$ cat config.mk
export PLATFORM = sky130hd
export DESIGN_NAME = ctrl_sequencer_flat
export DESIGN_NICKNAME = d
export VERILOG_FILES = /design/src/rtl/ctrl_sequencer_if.sv /design/src/rtl/ctrl_sequencer.sv /design/src/flat_wrapper.sv
export SDC_FILE = /design/constraint.sdc
export NUM_CORES = 1
export LEC_CHECK = 0
export BUFFER_PORTS_ARGS = -buffer_cell sky130_fd_sc_hd__buf_4
export CAP_MARGIN = 0
export CORE_UTILIZATION = 35
export DETAILED_ROUTE_END_ITERATION = 10
export PLACE_DENSITY = 0.57
export SYNTH_ARGS = -nofsm -noshare
export SYNTH_HDL_FRONTEND = slang
export SYNTH_SLANG_ARGS = --single-unit
$ cat constraint.sdc
create_clock -name ctrl_clk -period 4.8 [get_ports ctrl_clk]
set_input_delay 0.96 -clock ctrl_clk [delete_from_list [all_inputs] [get_ports ctrl_clk]]
set_output_delay 0.96 -clock ctrl_clk [all_outputs]
set_load 0.02 [all_outputs]
$ cat src/rtl/ctrl_sequencer_if.sv
//------------------------------------------------------------------------------
// Module      : ctrl_sequencer_if
// Description : Single ready/valid memory port between the control sequencer
//               (master) and the memory subsystem (slave).
// Revision    : 1.0 - initial release
//------------------------------------------------------------------------------
`default_nettype none

interface ctrl_sequencer_if #(
  parameter int WORD_W = 16
);
  logic              mem_req;
  logic              mem_we;
  logic [WORD_W-1:0] mem_addr;
  logic [WORD_W-1:0] mem_wdata;
  logic [WORD_W-1:0] mem_rdata;
  logic              mem_ready;

  modport master (
    output mem_req, mem_we, mem_addr, mem_wdata,
    input  mem_rdata, mem_ready
  );

  modport slave (
    input  mem_req, mem_we, mem_addr, mem_wdata,
    output mem_rdata, mem_ready
  );
endinterface

`default_nettype wire

$ cat src/rtl/ctrl_sequencer.sv
//------------------------------------------------------------------------------
// Module      : ctrl_sequencer
// Description : Fetch/execute control sequencer. Fetches a command word plus
//               up to NUM_ARGS arguments (immediate, direct, SP-relative,
//               PC-relative) over one memory port, then executes control-flow
//               and move operations. Optional interrupt entry is compiled in
//               with the CTRL_IRQ_EN macro.
// Revision    : 1.0 - initial release
//------------------------------------------------------------------------------
`default_nettype none

module ctrl_sequencer #(
  parameter int                WORD_W   = 16,
  parameter int                NUM_ARGS = 3,
  parameter logic [WORD_W-1:0] RESET_PC = 16'h8000,
  parameter logic [WORD_W-1:0] RESET_SP = 16'hFFF0
`ifdef CTRL_IRQ_EN
  , parameter logic [WORD_W-1:0] IRQ_VECTOR = 16'h8010
`endif
) (
  input  logic              ctrl_clk,
  input  logic              reset,
  input  logic              enable,
  ctrl_sequencer_if.master  mem,
  output logic [WORD_W-1:0] pc,
  output logic [WORD_W-1:0] sp,
  output logic              halted,
  output logic              busy
`ifdef CTRL_IRQ_EN
  , input  logic            irq
  , output logic            irq_ack
`endif
);

  typedef enum logic [2:0] {
    S_IDLE    = 3'd0,
    S_CMD     = 3'd1,
    S_ARG_IMM = 3'd2,
    S_ARG_IND = 3'd3,
    S_EXEC    = 3'd4,
    S_HALT    = 3'd5
  } state_t;

  localparam logic [2:0]        c_OP_HALT  = 3'd0;
  localparam logic [2:0]        c_OP_MOVE  = 3'd1;
  localparam logic [2:0]        c_OP_JUMP  = 3'd2;
  localparam logic [2:0]        c_OP_JUMPZ = 3'd3;
  localparam logic [2:0]        c_OP_CALL  = 3'd4;
  localparam logic [2:0]        c_OP_SETSP = 3'd5;
  localparam logic [2:0]        c_OP_RET   = 3'd6;
  localparam logic [2:0]        c_OP_NOP   = 3'd7;
  localparam logic [WORD_W-1:0] c_ONE      = WORD_W'(1);

  state_t            r_state, w_state_n;
  logic [WORD_W-1:0] r_cmd, w_cmd_n;
  logic [WORD_W-1:0] r_arg [4];
  logic [WORD_W-1:0] w_arg_n [4];
  logic [1:0]        r_arg_idx, w_idx_n;
  logic [WORD_W-1:0] r_ind_addr, w_ind_n;
  logic [WORD_W-1:0] w_pc_n, w_sp_n;
  logic              w_halted_n, w_busy_n;
  logic              w_req_n, w_we_n;
  logic [WORD_W-1:0] w_addr_n, w_wdata_n;
  logic              w_xfer, w_arg_done;
  logic [2:0]        w_op, w_op_n;
  logic [1:0]        w_nargs;
  logic [5:0]        w_modes;
  logic              w_irq_cyc;
  logic [WORD_W-1:0] w_irq_vec;
  logic              w_unused;

`ifdef CTRL_IRQ_EN
  logic r_ie, w_ie_n;
  logic r_irq_cyc, w_irq_cyc_n;
  assign w_irq_cyc = r_irq_cyc;
  assign w_irq_vec = IRQ_VECTOR;
  assign irq_ack   = w_xfer & r_irq_cyc;
`else
  assign w_irq_cyc = 1'b0;
  assign w_irq_vec = '0;
`endif

  // Argument count field, clamped to the number of argument registers.
  function automatic logic [1:0] arg_count(input logic [WORD_W-1:0] c);
    if (int'(c[7:6]) > NUM_ARGS) return 2'(NUM_ARGS);
    return c[7:6];
  endfunction

  assign w_xfer   = mem.mem_req & mem.mem_ready;
  assign w_op     = r_cmd[WORD_W-1 -: 3];
  assign w_nargs  = arg_count(r_cmd);
  assign w_modes  = r_cmd[5:0];
  assign w_unused = ^{r_cmd[WORD_W-4:8], r_arg[2], r_arg[3]};

  // Next-state, datapath and port-register computation.
  always_comb begin
    w_state_n  = r_state;
    w_pc_n     = pc;
    w_sp_n     = sp;
    w_halted_n = halted;
    w_cmd_n    = r_cmd;
    w_arg_n    = r_arg;
    w_idx_n    = r_arg_idx;
    w_ind_n    = r_ind_addr;
    w_arg_done = 1'b0;
    w_op_n     = 3'd0;
    // A completed transaction drops the request unless reissued below.
    w_req_n    = mem.mem_req & ~mem.mem_ready;
    w_we_n     = mem.mem_we;
    w_addr_n   = mem.mem_addr;
    w_wdata_n  = mem.mem_wdata;
`ifdef CTRL_IRQ_EN
    w_ie_n      = r_ie;
    w_irq_cyc_n = r_irq_cyc;
`endif

    case (r_state)
      S_IDLE: if (enable) w_state_n = S_CMD;

      S_CMD: if (w_xfer) begin
        if (w_irq_cyc) begin
          // Implicit call: return address already pushed, enter the vector.
          w_sp_n = sp + c_ONE;
          w_pc_n = w_irq_vec;
`ifdef CTRL_IRQ_EN
          w_ie_n      = 1'b0;
          w_irq_cyc_n = 1'b0;
`endif
        end else begin
          w_cmd_n   = mem.mem_rdata;
          w_pc_n    = pc + c_ONE;
          w_idx_n   = 2'd0;
          w_arg_n   = '{default: '0};
          w_state_n = (arg_count(mem.mem_rdata) == 2'd0) ? S_EXEC : S_ARG_IMM;
        end
      end

      S_ARG_IMM: if (w_xfer) begin
        w_pc_n = pc + c_ONE;
        case (w_modes[{r_arg_idx, 1'b0} +: 2])
          2'b00: begin
            w_arg_n[r_arg_idx] = mem.mem_rdata;
            w_arg_done         = 1'b1;
          end
          2'b01: begin
            w_ind_n   = mem.mem_rdata;
            w_state_n = S_ARG_IND;
          end
          2'b10: begin
            w_ind_n   = mem.mem_rdata + sp;
            w_state_n = S_ARG_IND;
          end
          default: begin
            // pc still holds the address of this argument word.
            w_ind_n   = mem.mem_rdata + pc;
            w_state_n = S_ARG_IND;
          end
        endcase
      end

      S_ARG_IND: if (w_xfer) begin
        w_arg_n[r_arg_idx] = mem.mem_rdata;
        w_arg_done         = 1'b1;
      end

      S_EXEC: case (w_op)
        c_OP_MOVE: if (w_xfer) w_state_n = S_CMD;
        c_OP_CALL: if (w_xfer) begin
          w_sp_n    = r_arg[1] + c_ONE;
          w_pc_n    = r_arg[0];
          w_state_n = S_CMD;
        end
        default: if (enable) begin
          w_state_n = S_CMD;
          case (w_op)
            c_OP_HALT: begin
              w_halted_n = 1'b1;
              w_state_n  = S_HALT;
            end
            c_OP_JUMP:  w_pc_n = r_arg[0];
            c_OP_JUMPZ: if (!r_arg[1][0]) w_pc_n = r_arg[0];
            c_OP_SETSP: w_sp_n = r_arg[0];
            c_OP_RET: begin
              w_pc_n = r_arg[0];
              w_sp_n = r_arg[1];
            end
            c_OP_NOP: begin
`ifdef CTRL_IRQ_EN
              if (r_arg[0][0]) w_ie_n = 1'b1;
`endif
            end
            default: ;
          endcase
        end
      endcase

      default: ;
    endcase

    if (w_arg_done) begin
      if (r_arg_idx + 2'd1 < w_nargs) begin
        w_idx_n   = r_arg_idx + 2'd1;
        w_state_n = S_ARG_IMM;
      end else begin
        w_state_n = S_EXEC;
      end
    end

    // Issue the transaction owed by the state being entered (or one that was
    // deferred while enable was low). Only one transaction is ever in flight.
    w_op_n = w_cmd_n[WORD_W-1 -: 3];
    if (enable && !w_req_n) begin
      case (w_state_n)
        S_CMD: begin
          w_req_n  = 1'b1;
          w_we_n   = 1'b0;
          w_addr_n = w_pc_n;
`ifdef CTRL_IRQ_EN
          if (irq && w_ie_n) begin
            w_we_n      = 1'b1;
            w_addr_n    = w_sp_n;
            w_wdata_n   = w_pc_n;
            w_irq_cyc_n = 1'b1;
          end
`endif
        end
        S_ARG_IMM: begin
          w_req_n  = 1'b1;
          w_we_n   = 1'b0;
          w_addr_n = w_pc_n;
        end
        S_ARG_IND: begin
          w_req_n  = 1'b1;
          w_we_n   = 1'b0;
          w_addr_n = w_ind_n;
        end
        S_EXEC: begin
          if (w_op_n == c_OP_MOVE) begin
            w_req_n   = 1'b1;
            w_we_n    = 1'b1;
            w_addr_n  = w_arg_n[1];
            w_wdata_n = w_arg_n[0];
          end else if (w_op_n == c_OP_CALL) begin
            w_req_n   = 1'b1;
            w_we_n    = 1'b1;
            w_addr_n  = w_arg_n[1];
            w_wdata_n = w_pc_n;
          end
        end
        default: ;
      endcase
    end

    w_busy_n = (w_state_n != S_IDLE) && (w_state_n != S_HALT);
  end

  // State and architectural register update; reset also kills any request.
  always_ff @(posedge ctrl_clk or posedge reset) begin
    if (reset) begin
      r_state       <= S_IDLE;
      pc            <= RESET_PC;
      sp            <= RESET_SP;
      halted        <= 1'b0;
      busy          <= 1'b0;
      r_cmd         <= '0;
      r_arg         <= '{default: '0};
      r_arg_idx     <= 2'd0;
      r_ind_addr    <= '0;
      mem.mem_req   <= 1'b0;
      mem.mem_we    <= 1'b0;
      mem.mem_addr  <= '0;
      mem.mem_wdata <= '0;
`ifdef CTRL_IRQ_EN
      r_ie          <= 1'b1;
      r_irq_cyc     <= 1'b0;
`endif
    end else begin
      r_state       <= w_state_n;
      pc            <= w_pc_n;
      sp            <= w_sp_n;
      halted        <= w_halted_n;
      busy          <= w_busy_n;
      r_cmd         <= w_cmd_n;
      r_arg         <= w_arg_n;
      r_arg_idx     <= w_idx_n;
      r_ind_addr    <= w_ind_n;
      mem.mem_req   <= w_req_n;
      mem.mem_we    <= w_we_n;
      mem.mem_addr  <= w_addr_n;
      mem.mem_wdata <= w_wdata_n;
`ifdef CTRL_IRQ_EN
      r_ie          <= w_ie_n;
      r_irq_cyc     <= w_irq_cyc_n;
`endif
    end
  end

endmodule

`default_nettype wire

$ cat src/flat_wrapper.sv
// flat-port wrapper written by rule: the top's interface ports become plain ports
module ctrl_sequencer_flat 
#(
  parameter int                WORD_W   = 16,
  parameter int                NUM_ARGS = 3,
  parameter logic [WORD_W-1:0] RESET_PC = 16'h8000,
  parameter logic [WORD_W-1:0] RESET_SP = 16'hFFF0

)
  (ctrl_clk, reset, enable, pc, sp, halted, busy, mem_mem_req, mem_mem_we, mem_mem_addr, mem_mem_wdata, mem_mem_rdata, mem_mem_ready);
  ctrl_sequencer_if #(.WORD_W(WORD_W)) mem_i ();
  input  logic ctrl_clk;
  input  logic reset;
  input  logic enable;
  output logic [WORD_W-1:0] pc;
  output logic [WORD_W-1:0] sp;
  output logic halted;
  output logic busy;
  output wire logic [$bits(mem_i.mem_req)-1:0] mem_mem_req;
  output wire logic [$bits(mem_i.mem_we)-1:0] mem_mem_we;
  output wire logic [$bits(mem_i.mem_addr)-1:0] mem_mem_addr;
  output wire logic [$bits(mem_i.mem_wdata)-1:0] mem_mem_wdata;
  input wire logic [$bits(mem_i.mem_rdata)-1:0] mem_mem_rdata;
  input wire logic [$bits(mem_i.mem_ready)-1:0] mem_mem_ready;
  assign mem_mem_req = mem_i.mem_req;
  assign mem_mem_we = mem_i.mem_we;
  assign mem_mem_addr = mem_i.mem_addr;
  assign mem_mem_wdata = mem_i.mem_wdata;
  assign mem_i.mem_rdata = mem_mem_rdata;
  assign mem_i.mem_ready = mem_mem_ready;
  ctrl_sequencer #(.WORD_W(WORD_W), .NUM_ARGS(NUM_ARGS), .RESET_PC(RESET_PC), .RESET_SP(RESET_SP)) u_core (.ctrl_clk(ctrl_clk), .reset(reset), .enable(enable), .mem(mem_i), .pc(pc), .sp(sp), .halted(halted), .busy(busy));
endmodule
==> out/qor.yml <==
drt:
  drt-total-wl_um: 26100
  dr.pass1.iters: 5
  num_vias: 6830
  wl_per_cell_um: 22.1
  remaining_drc_errors: 0
  vias_per_cell: 5.78
  drtIter0Drc: 637
  ant_nets: 0
finish:
  final_util_pct: 42.1
  num_antenna_cells: 0
  drive_gt1_share_pct: 20.1
  seq_area_mm2: 0.00332
  final_nets: 933
  multi_input_area_mm2: 0.00415
  fillers: 2162
  fin_area_mm2: 0.00917
  area_growth_pct: 18.2
  instances_no_fill: 1181
timing:
  rsz0062_at_grt: "false"
  finalHoldViolations: 0
  finClkSkew_ns: 0.00813
  fin_setup_tns_ns: 0
  setup_viol: 0
  post-route-period-util_pct: 85.4
  slew_headroom_pct: 24.1
  tightest_slew_ns: 1.13
  fin_crit_ns: 4.10
  fmax_mhz: 244
  slew_viol_final: 0
critical_path:
  critPathCaptureType: "flip-flop"
  critical-path-max-stage-delay_ns: 0.49
  cp_max_fo: 16
  worst-path-buf-inv: 2
  arrival_ns: 4.38
  critical_path.most_common_cell: "a31oi_1"
  required_ns: 5.08
  crit_chain: "mux2i_1 -> o21a_1 -> nor2_1 -> buf_4 -> mux2_2 -> ha_1 -> inv_1 -> fa_1 -> nand3b_1 -> a31oi_1 -> o21ai_0 -> o2111ai_1 -> a21boi_0 -> a21o_1 -> a31oi_1"
  start_kind: "flip-flop"
  cpLargestDelayFamily: "compound AO/OA/AOI/OAI gates"
  worst_path_max_delay_cell: "dfrtp_1"
  crit_type: "reg2reg"
placement:
  dp.cells: 1149
  place_congestion: 0.916
  numPortBuffers: 87
  dpl_cell_area_mm2: 0.00860
  hpwl_um: 19400
min_path:
  worstHoldPathType: "reg2reg"
clock_tree:
  cts_setup_buffers: 0
  cts_sinks: 132
  path_clk_slew_ns: 0.06
  cts_tree: "built"
  insertion_delay_ns: 0.42
  numCtsBuffers: 17
  cts.htree.levels: 4
  cts_root_buffer: "clkbuf_16"
  max-clock-path-buffers: 2
  cts_resized: 0
  hold_buffers: 0
synthesis:
  synthFlopType: "dfrtp_1"
  yosysWarnings: 0
  syn_nets: 862
  yosys_register_bits: 132
  ys_seq_area_share_pct: 42.8
  ys_types: 73
  postSynth.asyncResetShare_pct: 100
  syn_area_per_cell_um2: 9.50
  synth-edff-count: 0
  netlist_area_mm2: 0.00776
  netlist_instances: 817
job:
  maxCapViolations: 0
die:
  start_util_pct: 35.7
  ios: 88
  die_h_um: 151
  rows: 54
  core_area_mm2: 0.0218
  dieArea_mm2: 0.0228
  die_w_um: 151
global_route:
  grt_max_degree: 107
  grt-ovfl-total: 0
  gr-usage-all-layers_pct: 23.9
  grt_pass1_vias: 6466
  grt_antenna_before_repair: 0
  grt_first_pass_wirelength_um: 39900
power:
  p_per_area_mw_per_mm2: 491
  leakage_nw: 4.15
  ir_worst_vdd_mv: 0.213
run_status:
  status: "complete, no violations"
final timing paths:
path	start	end	slack (ns)	cells after the start
max	u_core.r_arg_idx[0]$_DFF_PP0_	u_core.mem.mem_addr[12]$_DFFE_PP0P_	0.70	15
min	u_core.mem.mem_wdata[11]$_DFFE_PP0P_	u_core.mem.mem_wdata[11]$_DFFE_PP0P_	0.47	2
max reg2reg	u_core.r_arg_idx[0]$_DFF_PP0_	u_core.mem.mem_addr[12]$_DFFE_PP0P_	0.70	15
min reg2reg	u_core.mem.mem_wdata[11]$_DFFE_PP0P_	u_core.mem.mem_wdata[11]$_DFFE_PP0P_	0.47	2
max in group asynchronous	reset	u_core.pc[15]$_DFF_PP1_	3.05	3
min in group asynchronous	reset	u_core.mem.mem_wdata[4]$_DFFE_PP0P_	0.78	2
layout by cell type (no fill, tap or decap), drive strengths merged, types with 4 or more instances in the layout:
cell type	count
clkbuf	24
nand3b	7
a31oi	15
inv	20
nand2	78
a41oi	5
nor2	73
nor3	10
a211oi	9
o22ai	8
dfstp	13
o21ai	72
xor2	13
clkinv	4
nand4	8
and3	5
buf	94
a21o	11
and2	16
a22o	32
dfrtp	119
o21a	7
mux2	25
o221ai	9
ha	24
mux2i	24
a221oi	7
a22oi	15
xnor2	13
nor2b	5
or2	5
nand2b	8
a21oi	44
o211ai	6
nand3	20
or3	6
per-layer routing:
| layer | routed length, um | track usage (%) | vias to the layer above |
|---|---|---|---|
| met2 | 11300 | 34.7 | 312 |
| met5 | 0 | 0 | - |
| met4 | 704 | 8.70 | 0 |
| li1 | - | - | 3176 |
| met1 | 12100 | 34.6 | 3298 |
| met3 | 2040 | 5.12 | 44 |
sequential cells by signal, indices dropped and copies added, names as in the netlist:
register,cells
u_core.mem.mem_wdata,16
u_core.r_state,3
u_core.sp,16
u_core.mem.mem_we,1
u_core.mem.mem_addr,16
u_core.busy,1
u_core.mem.mem_req,1
u_core.halted,1
u_core.pc,16
u_core.r_arg,32
u_core.r_ind_addr,16
u_core.r_cmd,11
u_core.r_arg_idx,2
worst min-delay path, cell delays in order, from the launching register on:
cell     delay [ns]
dfrtp_1        0.34
nand2_1        0.04
o21ai_0        0.06
cells by family (layout without fill, tap and decap cells):
group,after synthesis,in the layout,share of synthesized area (%)
compound gates,271,271,24.2
flops,132,132,42.8
mux,49,49,6.77
fa+ha+maj,25,25,4.13
simple gates,252,252,15.4
buf+inv,62,146,3.79
xor+xnor,26,26,2.94
power by group:
part,switching (mW),internal [mW]
clock,0.504,0.766
combinational,0.944,0.652
sequential,0.268,1.37
total,1.72,2.79
final cells by class:
cell class                 count  share of cell area [%]
timing repair buffer          94                    7.70
inverter                      20                   0.873
tap                          280                    3.82
clock buffer                  24                    5.36
sequential                   132                    36.2
clock inverter                 8                   0.832
multi-input combinational    623                    45.2
cell usage after synthesis, types with 8 or more instances:
cell      count  area (um2)
o221ai_1      9        78.8
xnor2_1      13         114
a21oi_1      42         210
nand2b_1      8        50.1
o22ai_1       8        50.1
dfstp_2      13         342
a211oi_1      9        67.6
nand4_1       8        50.1
ha_1         24         300
a22o_1       32         280
dfrtp_1     119        2980
a22oi_1      15         113
clkbuf_1     18        67.6
a31oi_1      15        93.8
buf_2        16        80.1
xor2_1       13         114
inv_1        19        71.3
mux2_2       24         270
and2_1       15        93.8
nand3_1      20         100
mux2i_1      24         240
nand2_1      78         293
o21ai_0      70         350
nor2_1       73         274
nor3_1       10        50.1
a21o_1       11        82.6
through the flow:
step | hold slack, ns | power [mW] | setup WS [ns]
global route | 0.495 | 4.74 | 0.321
finish | 0.474 | 4.51 | 0.699
CTS | 0.479 | 4.52 | 0.717
global placement | 0.460 | 3.21 | 0.858
floorplan | 0.469 | 2.64 | 0.335
detailed placement | 0.466 | 3.23 | 0.735
Note: power is estimated with default switching activity, not from simulation.
